$ cat config.mk
export PLATFORM = sky130hd
export DESIGN_NAME = dc_store_buffer_flat
export DESIGN_NICKNAME = d
export VERILOG_FILES = /design/src/rtl/dc_store_buffer_pkg.sv /design/src/rtl/dc_store_buffer_if.sv /design/src/rtl/dc_store_buffer.sv /design/src/flat_wrapper.sv
export SDC_FILE = /design/constraint.sdc
export NUM_CORES = 1
export LEC_CHECK = 0
export CORE_UTILIZATION = 53
export CTS_CLUSTER_SIZE = 10
export DETAILED_ROUTE_END_ITERATION = 12
export HOLD_SLACK_MARGIN = 0.1
export MAX_ROUTING_LAYER = met4
export PLACE_DENSITY = 0.88
export SETUP_SLACK_MARGIN = 0.02
export SLEW_MARGIN = 20
export SYNTH_ARGS = -nofsm -noshare
export SYNTH_HDL_FRONTEND = slang
export SYNTH_SLANG_ARGS = --single-unit
$ cat constraint.sdc
create_clock -name clk -period 8.7 [get_ports clk]
set_input_delay 2.175 -clock clk [delete_from_list [all_inputs] [get_ports clk]]
set_output_delay 2.175 -clock clk [all_outputs]
set_load 0.1 [all_outputs]
$ cat src/rtl/dc_store_buffer_pkg.sv
// Shared types for the data-cache store buffer: the queued-store entry layout
// and the byte offset that separates a word address from a byte address.
package dc_store_buffer_pkg;

  localparam int SB_DATA_WIDTH = 32;
  localparam int SB_ADDR_WIDTH = 32;
  localparam int SB_DATA_SIZE  = SB_DATA_WIDTH / 8;

  // Low address bits below this index select a byte within a word.
  localparam int WORD_OFFSET = 2;

  typedef struct packed {
    logic [SB_ADDR_WIDTH-1:0] addr;
    logic [SB_DATA_WIDTH-1:0] data;
    logic [SB_DATA_SIZE-1:0]  byte_select;
    logic                     valid;
  } sb_entry_t;

endpackage

$ cat src/rtl/dc_store_buffer_if.sv
// Bundle of the store, load and data-RAM port signals around the store buffer.
// The slave modport is the buffer itself; the master modport is its environment.
interface dc_store_buffer_if #(
  parameter int ADDR_WIDTH = 32,
  parameter int DATA_WIDTH = 32,
  parameter int DATA_SIZE  = DATA_WIDTH / 8
);

  logic                  i_st_valid;
  logic                  o_st_ready;
  logic [ADDR_WIDTH-1:0] i_st_addr;
  logic [DATA_WIDTH-1:0] i_st_data;
  logic [DATA_SIZE-1:0]  i_st_byte_select;

  logic                  i_ld_valid;
  logic                  o_ld_ready;
  logic [ADDR_WIDTH-1:0] i_ld_addr;
  logic                  o_ld_valid;
  logic [DATA_WIDTH-1:0] o_ld_data;

  logic                  o_sb_empty;

  logic                  o_dc_we;
  logic [ADDR_WIDTH-1:0] o_dc_addr;
  logic [DATA_WIDTH-1:0] o_dc_data;
  logic [DATA_SIZE-1:0]  o_dc_byte_select;
  logic                  i_dc_hit;
  logic [DATA_WIDTH-1:0] i_dc_data;

  modport slave (
    input  i_st_valid, i_st_addr, i_st_data, i_st_byte_select,
    input  i_ld_valid, i_ld_addr,
    input  i_dc_hit, i_dc_data,
    output o_st_ready, o_ld_ready, o_ld_valid, o_ld_data, o_sb_empty,
    output o_dc_we, o_dc_addr, o_dc_data, o_dc_byte_select
  );

  modport master (
    output i_st_valid, i_st_addr, i_st_data, i_st_byte_select,
    output i_ld_valid, i_ld_addr,
    output i_dc_hit, i_dc_data,
    input  o_st_ready, o_ld_ready, o_ld_valid, o_ld_data, o_sb_empty,
    input  o_dc_we, o_dc_addr, o_dc_data, o_dc_byte_select
  );

endinterface

$ cat src/rtl/dc_store_buffer.sv
// Store buffer in front of a single-port data RAM: committed stores queue here
// and drain in order whenever a load does not claim the RAM port.
module dc_store_buffer
  import dc_store_buffer_pkg::*;
#(
  parameter int OPTN_DATA_WIDTH = SB_DATA_WIDTH,
  parameter int OPTN_ADDR_WIDTH = SB_ADDR_WIDTH,
  parameter int OPTN_SB_DEPTH   = 4,
  parameter int DATA_SIZE       = OPTN_DATA_WIDTH / 8
) (
  input logic              clk,
  input logic              rst,
  dc_store_buffer_if.slave sb
);

  localparam int             IDX_W   = $clog2(OPTN_SB_DEPTH);
  localparam logic [IDX_W:0] PTR_ONE = 1;

  sb_entry_t entries [OPTN_SB_DEPTH];

  // Pointers carry one extra wrap bit so full and empty are distinguishable.
  logic [IDX_W:0]   head;
  logic [IDX_W:0]   tail;
  logic [IDX_W-1:0] head_idx;
  logic [IDX_W-1:0] tail_idx;

  logic full;
  logic empty;
  logic conflict;
  logic ld_accept;
  logic drain;
  logic enqueue;

  logic                       ld_valid_q;
  logic [OPTN_DATA_WIDTH-1:0] ld_data_q;
  logic [OPTN_DATA_WIDTH-1:0] head_data;
  logic [DATA_SIZE-1:0]       head_byte_select;

  assign head_idx = head[IDX_W-1:0];
  assign tail_idx = tail[IDX_W-1:0];

  assign full  = (head_idx == tail_idx) && (head[IDX_W] != tail[IDX_W]);
  assign empty = (head == tail);

  // Any valid entry on the load's word blocks it, including the one leaving this cycle.
  always_comb begin
    conflict = 1'b0;
    for (int i = 0; i < OPTN_SB_DEPTH; i++) begin
      if (entries[i].valid &&
          entries[i].addr[OPTN_ADDR_WIDTH-1:WORD_OFFSET] ==
          sb.i_ld_addr[OPTN_ADDR_WIDTH-1:WORD_OFFSET]) begin
        conflict = 1'b1;
      end
    end
  end

  // A full buffer refuses loads so the drain always makes progress.
  assign sb.o_ld_ready = !full && !conflict && sb.i_dc_hit;
  assign ld_accept     = sb.i_ld_valid && sb.o_ld_ready;
  assign drain         = !rst && !empty && !ld_accept;
  assign enqueue       = sb.i_st_valid && !full;

  assign head_data        = entries[head_idx].data;
  assign head_byte_select = entries[head_idx].byte_select;

  assign sb.o_st_ready       = !full;
  assign sb.o_sb_empty       = empty;
  assign sb.o_dc_we          = drain;
  assign sb.o_dc_addr        = ld_accept ? sb.i_ld_addr : entries[head_idx].addr;
  assign sb.o_dc_data        = head_data;
  assign sb.o_dc_byte_select = head_byte_select;
  assign sb.o_ld_valid       = ld_valid_q;
  assign sb.o_ld_data        = ld_data_q;

  // Queue bookkeeping and the one-cycle registered load response.
  always_ff @(posedge clk) begin
    if (rst) begin
      head       <= '0;
      tail       <= '0;
      ld_valid_q <= 1'b0;
      ld_data_q  <= '0;
      for (int i = 0; i < OPTN_SB_DEPTH; i++) begin
        entries[i].valid <= 1'b0;
      end
    end else begin
      if (enqueue) begin
        entries[tail_idx] <= '{addr:        sb.i_st_addr,
                               data:        sb.i_st_data,
                               byte_select: sb.i_st_byte_select,
                               valid:       1'b1};
        tail <= tail + PTR_ONE;
      end
      if (drain) begin
        entries[head_idx].valid <= 1'b0;
        head <= head + PTR_ONE;
      end
      ld_valid_q <= ld_accept;
      if (ld_accept) begin
        ld_data_q <= sb.i_dc_data;
      end
    end
  end

endmodule

$ cat src/flat_wrapper.sv
// flat-port wrapper written by rule: the top's interface ports become plain ports
module dc_store_buffer_flat import dc_store_buffer_pkg::*;
#(
  parameter int OPTN_DATA_WIDTH = SB_DATA_WIDTH,
  parameter int OPTN_ADDR_WIDTH = SB_ADDR_WIDTH,
  parameter int OPTN_SB_DEPTH   = 4,
  parameter int DATA_SIZE       = OPTN_DATA_WIDTH / 8
)
  (clk, rst, sb_i_st_valid, sb_i_st_addr, sb_i_st_data, sb_i_st_byte_select, sb_i_ld_valid, sb_i_ld_addr, sb_i_dc_hit, sb_i_dc_data, sb_o_st_ready, sb_o_ld_ready, sb_o_ld_valid, sb_o_ld_data, sb_o_sb_empty, sb_o_dc_we, sb_o_dc_addr, sb_o_dc_data, sb_o_dc_byte_select);
  dc_store_buffer_if #(.ADDR_WIDTH(32), .DATA_WIDTH(32), .DATA_SIZE(DATA_SIZE)) sb_i ();
  input logic clk;
  input logic rst;
  input wire logic [$bits(sb_i.i_st_valid)-1:0] sb_i_st_valid;
  input wire logic [$bits(sb_i.i_st_addr)-1:0] sb_i_st_addr;
  input wire logic [$bits(sb_i.i_st_data)-1:0] sb_i_st_data;
  input wire logic [$bits(sb_i.i_st_byte_select)-1:0] sb_i_st_byte_select;
  input wire logic [$bits(sb_i.i_ld_valid)-1:0] sb_i_ld_valid;
  input wire logic [$bits(sb_i.i_ld_addr)-1:0] sb_i_ld_addr;
  input wire logic [$bits(sb_i.i_dc_hit)-1:0] sb_i_dc_hit;
  input wire logic [$bits(sb_i.i_dc_data)-1:0] sb_i_dc_data;
  output wire logic [$bits(sb_i.o_st_ready)-1:0] sb_o_st_ready;
  output wire logic [$bits(sb_i.o_ld_ready)-1:0] sb_o_ld_ready;
  output wire logic [$bits(sb_i.o_ld_valid)-1:0] sb_o_ld_valid;
  output wire logic [$bits(sb_i.o_ld_data)-1:0] sb_o_ld_data;
  output wire logic [$bits(sb_i.o_sb_empty)-1:0] sb_o_sb_empty;
  output wire logic [$bits(sb_i.o_dc_we)-1:0] sb_o_dc_we;
  output wire logic [$bits(sb_i.o_dc_addr)-1:0] sb_o_dc_addr;
  output wire logic [$bits(sb_i.o_dc_data)-1:0] sb_o_dc_data;
  output wire logic [$bits(sb_i.o_dc_byte_select)-1:0] sb_o_dc_byte_select;
  assign sb_i.i_st_valid = sb_i_st_valid;
  assign sb_i.i_st_addr = sb_i_st_addr;
  assign sb_i.i_st_data = sb_i_st_data;
  assign sb_i.i_st_byte_select = sb_i_st_byte_select;
  assign sb_i.i_ld_valid = sb_i_ld_valid;
  assign sb_i.i_ld_addr = sb_i_ld_addr;
  assign sb_i.i_dc_hit = sb_i_dc_hit;
  assign sb_i.i_dc_data = sb_i_dc_data;
  assign sb_o_st_ready = sb_i.o_st_ready;
  assign sb_o_ld_ready = sb_i.o_ld_ready;
  assign sb_o_ld_valid = sb_i.o_ld_valid;
  assign sb_o_ld_data = sb_i.o_ld_data;
  assign sb_o_sb_empty = sb_i.o_sb_empty;
  assign sb_o_dc_we = sb_i.o_dc_we;
  assign sb_o_dc_addr = sb_i.o_dc_addr;
  assign sb_o_dc_data = sb_i.o_dc_data;
  assign sb_o_dc_byte_select = sb_i.o_dc_byte_select;
  dc_store_buffer #(.OPTN_DATA_WIDTH(OPTN_DATA_WIDTH), .OPTN_ADDR_WIDTH(OPTN_ADDR_WIDTH), .OPTN_SB_DEPTH(OPTN_SB_DEPTH), .DATA_SIZE(DATA_SIZE)) u_core (.clk(clk), .rst(rst), .sb(sb_i));
endmodule
-- Yosys cells after proc, flatten, opt, wreduce, memory -nomap -nowiden
Memories as Yosys holds them, arrays and structs flattened. A register that Yosys moved wholly into a read port is not among the register bits.
Index checks and enable logic that the tools add are counted.
W data, S select, Z words.
- register bits after elaboration: 39
- RAM bits: 276
- input bits: 137
- output and inout port bits: 105
- word-level logic and storage cells: 53
- memories: 1
- $add $sub $neg: 2
- equal/unequal tests: 7
- mux-type cells: 21
- reduce and logical (&&, ||, !) cells: 18
- memory list (memory ; words ; bits a word ; read ports ; clocked after Yosys merged registers in ; write ports ; RTL line ; text):
    u_core.entries ; 4 ; 69 ; 5 ; 1 ; 4 ; dc_store_buffer.sv:19 ; sb_entry_t entries [OPTN_SB_DEPTH];
- operators by type and width (cell ; number):
    $mux W69 ; 2
    $reduce_or A69 Y1 ; 2
    $eq A30 B30 Y1 ; 4
    $mux W32 ; 1
    $mux W1 ; 12
    $mux W2 ; 6
    $logic_and A1 B1 Y1 ; 11
    $add A3 B1 Y3 const B ; 2
    $logic_not A1 Y1 ; 5
    $eq A3 B3 Y1 ; 1
    $eq A2 B2 Y1 ; 1
    $ne A1 B1 Y1 ; 1

-- Logic depth before layout (Yosys ltp)
An unclocked memory read counts as a cell.
- word-level depth: 18
- gate-level depth with buffers: 10
- mapped depth without buffers: 7

-- Least setup slack after synthesis
Ideal clock, no wire load.
- path type: input to register
- start: input port sb_i_st_valid
- end: memory u_core.entries[2][10] (netlist bit), enable pin
- setup time: 578 ps
- arrival time: 7287 ps
- required time: 8122 ps
- slack: 835 ps
- stages on the path: 4
- path buffers: 1
- path through: and2_1 -> clkbuf_1 -> nand2b_1 -> nor3_1
- RTL lines (element ; RTL line ; text):
    start: declaration ; flat_wrapper.sv:13 ; input wire logic [$bits(sb_i.i_st_valid)-1:0] sb_i_st_valid;
    end: declaration ; dc_store_buffer.sv:19 ;

-- Worst setup path after layout
- start: input port sb_i_ld_addr[4]
- end: output port sb_o_dc_addr[2]
- cells in the longest elaborated chain, start to end: 11
- elaborated cells on any way between the ends: 17
- classes of those cells: eq/ne: 4; mux: 5; reduce/logical: 8
- ends and longest elaborated chain (element ; RTL line ; text):
    start: declaration ; flat_wrapper.sv:18 ; input wire logic [$bits(sb_i.i_ld_addr)-1:0] sb_i_ld_addr;
    $eq A30 B30 Y1 ; dc_store_buffer.sv:50 ; entries[i].addr[OPTN_ADDR_WIDTH-1:WORD_OFFSET] ==
    $logic_and A1 B1 Y1 ; dc_store_buffer.sv:49 ; if (entries[i].valid &&
    $mux W1 (3 in a row) ; dc_store_buffer.sv:49 ;
    $mux W1 * ; dc_store_buffer.sv:49 ;
    $logic_not A1 Y1 * ; dc_store_buffer.sv:58 ; assign sb.o_ld_ready = !full && !conflict && sb.i_dc_hit;
    $logic_and A1 B1 Y1 * (2 in a row) ; dc_store_buffer.sv:58 ;
    $logic_and A1 B1 Y1 * ; dc_store_buffer.sv:59 ; assign ld_accept = sb.i_ld_valid && sb.o_ld_ready;
    $mux W32 * ; dc_store_buffer.sv:69 ; assign sb.o_dc_addr = ld_accept ? sb.i_ld_addr : entries[head_idx].addr;
    end: declaration ; flat_wrapper.sv:27 ; output wire logic [$bits(sb_i.o_dc_addr)-1:0] sb_o_dc_addr;
Mark *: on every way between the ends. The rest lies on a longest branch, timed or not.

==> results.md <==
* Critical Setup Path Class: primary input to primary output
* Vias in the first global route at 8149
* Clock Tree Root: clkbuf_16
* Critical-path cell list: clkdlybuf4s50_1, xnor2_1, nand4_1, nor4_1, a41oi_1, nand4b_4, buf_4, mux2_2, buf_4
* Final hold violation count at 0
* Worst Hold Launch: u_core.sb.o_ld_data[9]$_SDFFE_PP0P_
* Number of core rows at 58
* Yosys reg bits at 317
* Simple-gate area share of the yosys netlist at 6.81%
* Critical Path RT at 6.53 ns
* Post-route clock skew at 0.0188 ns
* RSZ-0062 raised after global routing: false
* CP delay by family, top: buffers and inverters
* Main combinational cell family by area after synthesis: multiplexers
* Worst vdd ir at 415 uV
* CP Capture Type: primary output
* HP Class: flop to flop
* Routed vias/inst at 5.66
* I/O pin count at 242
* Max_cap viols at 0
* First-pass GRT wire length at 47600 um
* CP bufs+invs at 3
* Synthesis Warnings at 0
* Post-Synth XOR/XNOR Area at 7.85%
* Post-synthesis area per instance at 16.6 sq um
* Final #Nets at 1204
* CTS resizes at 0
* Core area at 25500 sq um
* HPWL Detailed at 21500 um
* Setup tns final at 0 ns
* GPL Wtd Cong at 0.921
* Fillers at 1697
* Initial antenna violation count at 4
* Crit path launch type: primary input
* # DRC at 0
* Worst path max stage delay at 0.52 ns
* # setup viols final at 0
* Crit path from: sb_i_ld_addr[4]
* Syn Nets at 981
* Synthesized area at 13900 sq um
* Grt total ovfl at 0
* Clock latency on the worst-skew pair at 0.51 ns
* Routed length per instance at 23.0 um
* CTS Buffer Depth at 3
* Cell mode on critical path: buf_4
* Run status: finished, final reports clean
* Aggregate global-route resource usage at 25.0%
* Fin crit share at 86.6%
* Antenna violation net count after detailed routing at 0
* Cell variety after synth at 33
* Hold-fix buffers, CTS at 0
* First-pass DRT Iterations at 5
* Horiz. Die Dim at 164 um
* Initial DRC count at 666
* Gate Count Post-Synth at 839
* Worst slew margin at 31.0%
* CTS tree: yes
* Multiplexer area fraction after synthesis at 16.3%
* Critical Path Fanout Max at 26
* Tmin final at 7.54 ns
* Die Y at 164 um
* CP Data Arrival Time at 5.36 ns
* FMAX at 133 MHz
* Clk pin slew, worst setup/hold paths at 0.05 ns
* Final wirelength at 32500 um
* Area growth from synthesis to layout at 25.4%
* Layout cells sized above 1 at 18.5%
* Buffers on Ports at 241
* Largest net degree at the start of global routing at 59
* Number of CTS-inserted buffers at 38
* Die area at 27000 sq um
* Fin Hold WS at 0.492 ns
* Pwr Density at 292 nW/um^2
* Seq/Total Area, Yosys at 65.1%
* Least-Margin Pin Slew at 1.03 ns
* H-tree depth at 2
* Compound-cell area share of the yosys netlist at 0.548%
* Initial Utilization at 54.7%
* Fin. max-slew vios at 0
* Via count at 7986
* Post-CTS setup buffer count at 0
* CTS Sinks at 317
* Slowest CP cell: clkdlybuf4s50_1
* Static leakage at 5.96 nW
* Worst r2r src: u_core.tail[0]$_SDFFE_PP0P_
* Synth Area in Adders at 0.449%
[cell type report]
cell class	instances	area [sq um]	share of cell area (%)
timing repair buffer	252	2410	13.8
multi-input combinational	448	4490	25.7
clock buffer	53	1050	6.00
sequential	317	9080	51.9
antenna	4	10.0	0.0573
inverter	5	18.8	0.107
tap	330	413	2.36
clock inverter	2	17.5	0.100
[worst paths after layout]
kind | endpoint | slack, ns | cells after the start
max reg2reg | u_core.entries[1][10]$_DFFE_PP_ | 5.24 | 6
min | u_core.sb.o_ld_data[9]$_SDFFE_PP0P_ | 0.49 | 2
min reg2reg | u_core.sb.o_ld_data[9]$_SDFFE_PP0P_ | 0.49 | 2
max | sb_o_dc_addr[2] | 1.16 | 9
[routing by layer]
| metal | vias to the layer above | part of all wire, % | global-route usage [%] |
|---|---|---|---|
| met4 | 0 | 3.4 | 8.63 |
| met1 | 3944 | 39 | 32.6 |
| li1 | 3593 | - | - |
| met5 | - | 0 | - |
| met3 | 70 | 8.5 | 5.15 |
| met2 | 379 | 49 | 39.1 |
[cell usage after synthesis]
cell	n	area share, %
a211oi_1	4	0.22
a21oi_1	1	0.036
a22oi_1	1	0.054
a31oi_1	4	0.18
a41oi_1	1	0.063
and2_1	71	3.2
buf_1	5	0.13
buf_12	4	0.57
buf_2	33	1.2
buf_4	3	0.16
buf_6	3	0.24
clkbuf_1	21	0.57
dfxtp_1	45	6.5
edfxtp_1	272	59
ha_1	5	0.45
inv_1	5	0.13
mux2_2	34	2.7
mux2_4	1	0.11
mux2i_1	34	2.4
mux4_2	68	11
nand2_1	8	0.22
nand2b_1	3	0.13
nand3_1	3	0.11
nand3b_1	1	0.054
nand4_1	22	0.99
nand4b_2	1	0.11
nor2_1	40	1.1
nor2b_1	2	0.090
nor3_1	5	0.18
nor4_1	13	0.58
nor4_2	1	0.090
xnor2_1	89	5.6
xor2_1	36	2.3
[sequential cells by signal, indices dropped and copies added, names as in the netlist, named ones only]
name,cells
u_core.entries,276
u_core.sb.o_ld_data,32
u_core.head,3
u_core.tail,3
u_core.sb.o_ld_valid,1
[power by group]
group          total [mW]  switching (mW)  internal, mW  leakage [nW]
logic                1.91            1.34         0.568          2.55
clock network        1.39           0.559         0.830         0.517
registers            1.80          0.0890          1.71          2.89
total                5.10            1.99          3.11          5.96
[layout by cell type (no fill, tap or decap), types with 2 or more instances in the layout]
| cell | instances |
|---|---|
| nand2_1 | 8 |
| xor2_1 | 36 |
| edfxtp_1 | 272 |
| clkbuf_16 | 40 |
| and2_1 | 71 |
| clkbuf_1 | 13 |
| nor4_1 | 13 |
| mux2_2 | 34 |
| clkdlybuf4s50_1 | 207 |
| mux4_2 | 68 |
| dfxtp_4 | 2 |
| nand2b_1 | 3 |
| a211oi_1 | 4 |
| dfxtp_1 | 43 |
| mux2i_1 | 34 |
| nor2_1 | 39 |
| ha_1 | 5 |
| nand4_1 | 22 |
| nor3_2 | 4 |
| diode_2 | 4 |
| xnor2_1 | 89 |
| inv_1 | 5 |
| a31oi_1 | 4 |
| buf_4 | 44 |
| nor2b_1 | 2 |
| nand3_1 | 3 |
[per-stage QoR]
stage          setup slack (ns)  utilization, %  std cells  area (sq um)  power, mW
2_1_floorplan             0.835               -        839         13900       3.33
3_3_place_gp               1.27            64.4       1352         16400       3.74
3_5_place_dp               1.17            64.4       1352         16400       3.74
4_1_cts                    1.16            68.6       1407         17500       5.14
5_1_grt                    1.05            68.6       1411         17500       5.25
6_report                   1.16            68.6       1411         17500       5.10
[worst register-to-register path, stage by stage (launching register included)]
cell and delay (ns):
dfxtp_1 0.55, xnor2_1 0.14, nand3_1 0.15, and2_1 0.32, nand2b_1 0.21, nor3_2 0.81, buf_4 0.83
[cells by family after synthesis]
logic type                 after synthesis
DFF                                    317
buffers and inverters                   74
adders and majority gates                5
xor gates and xnor gates               125
muxes                                  137
AOI/OAI and AO/OA                       11
and+or+nand+nor                        170
No activity file was read; power rests on OpenSTA's default activity.
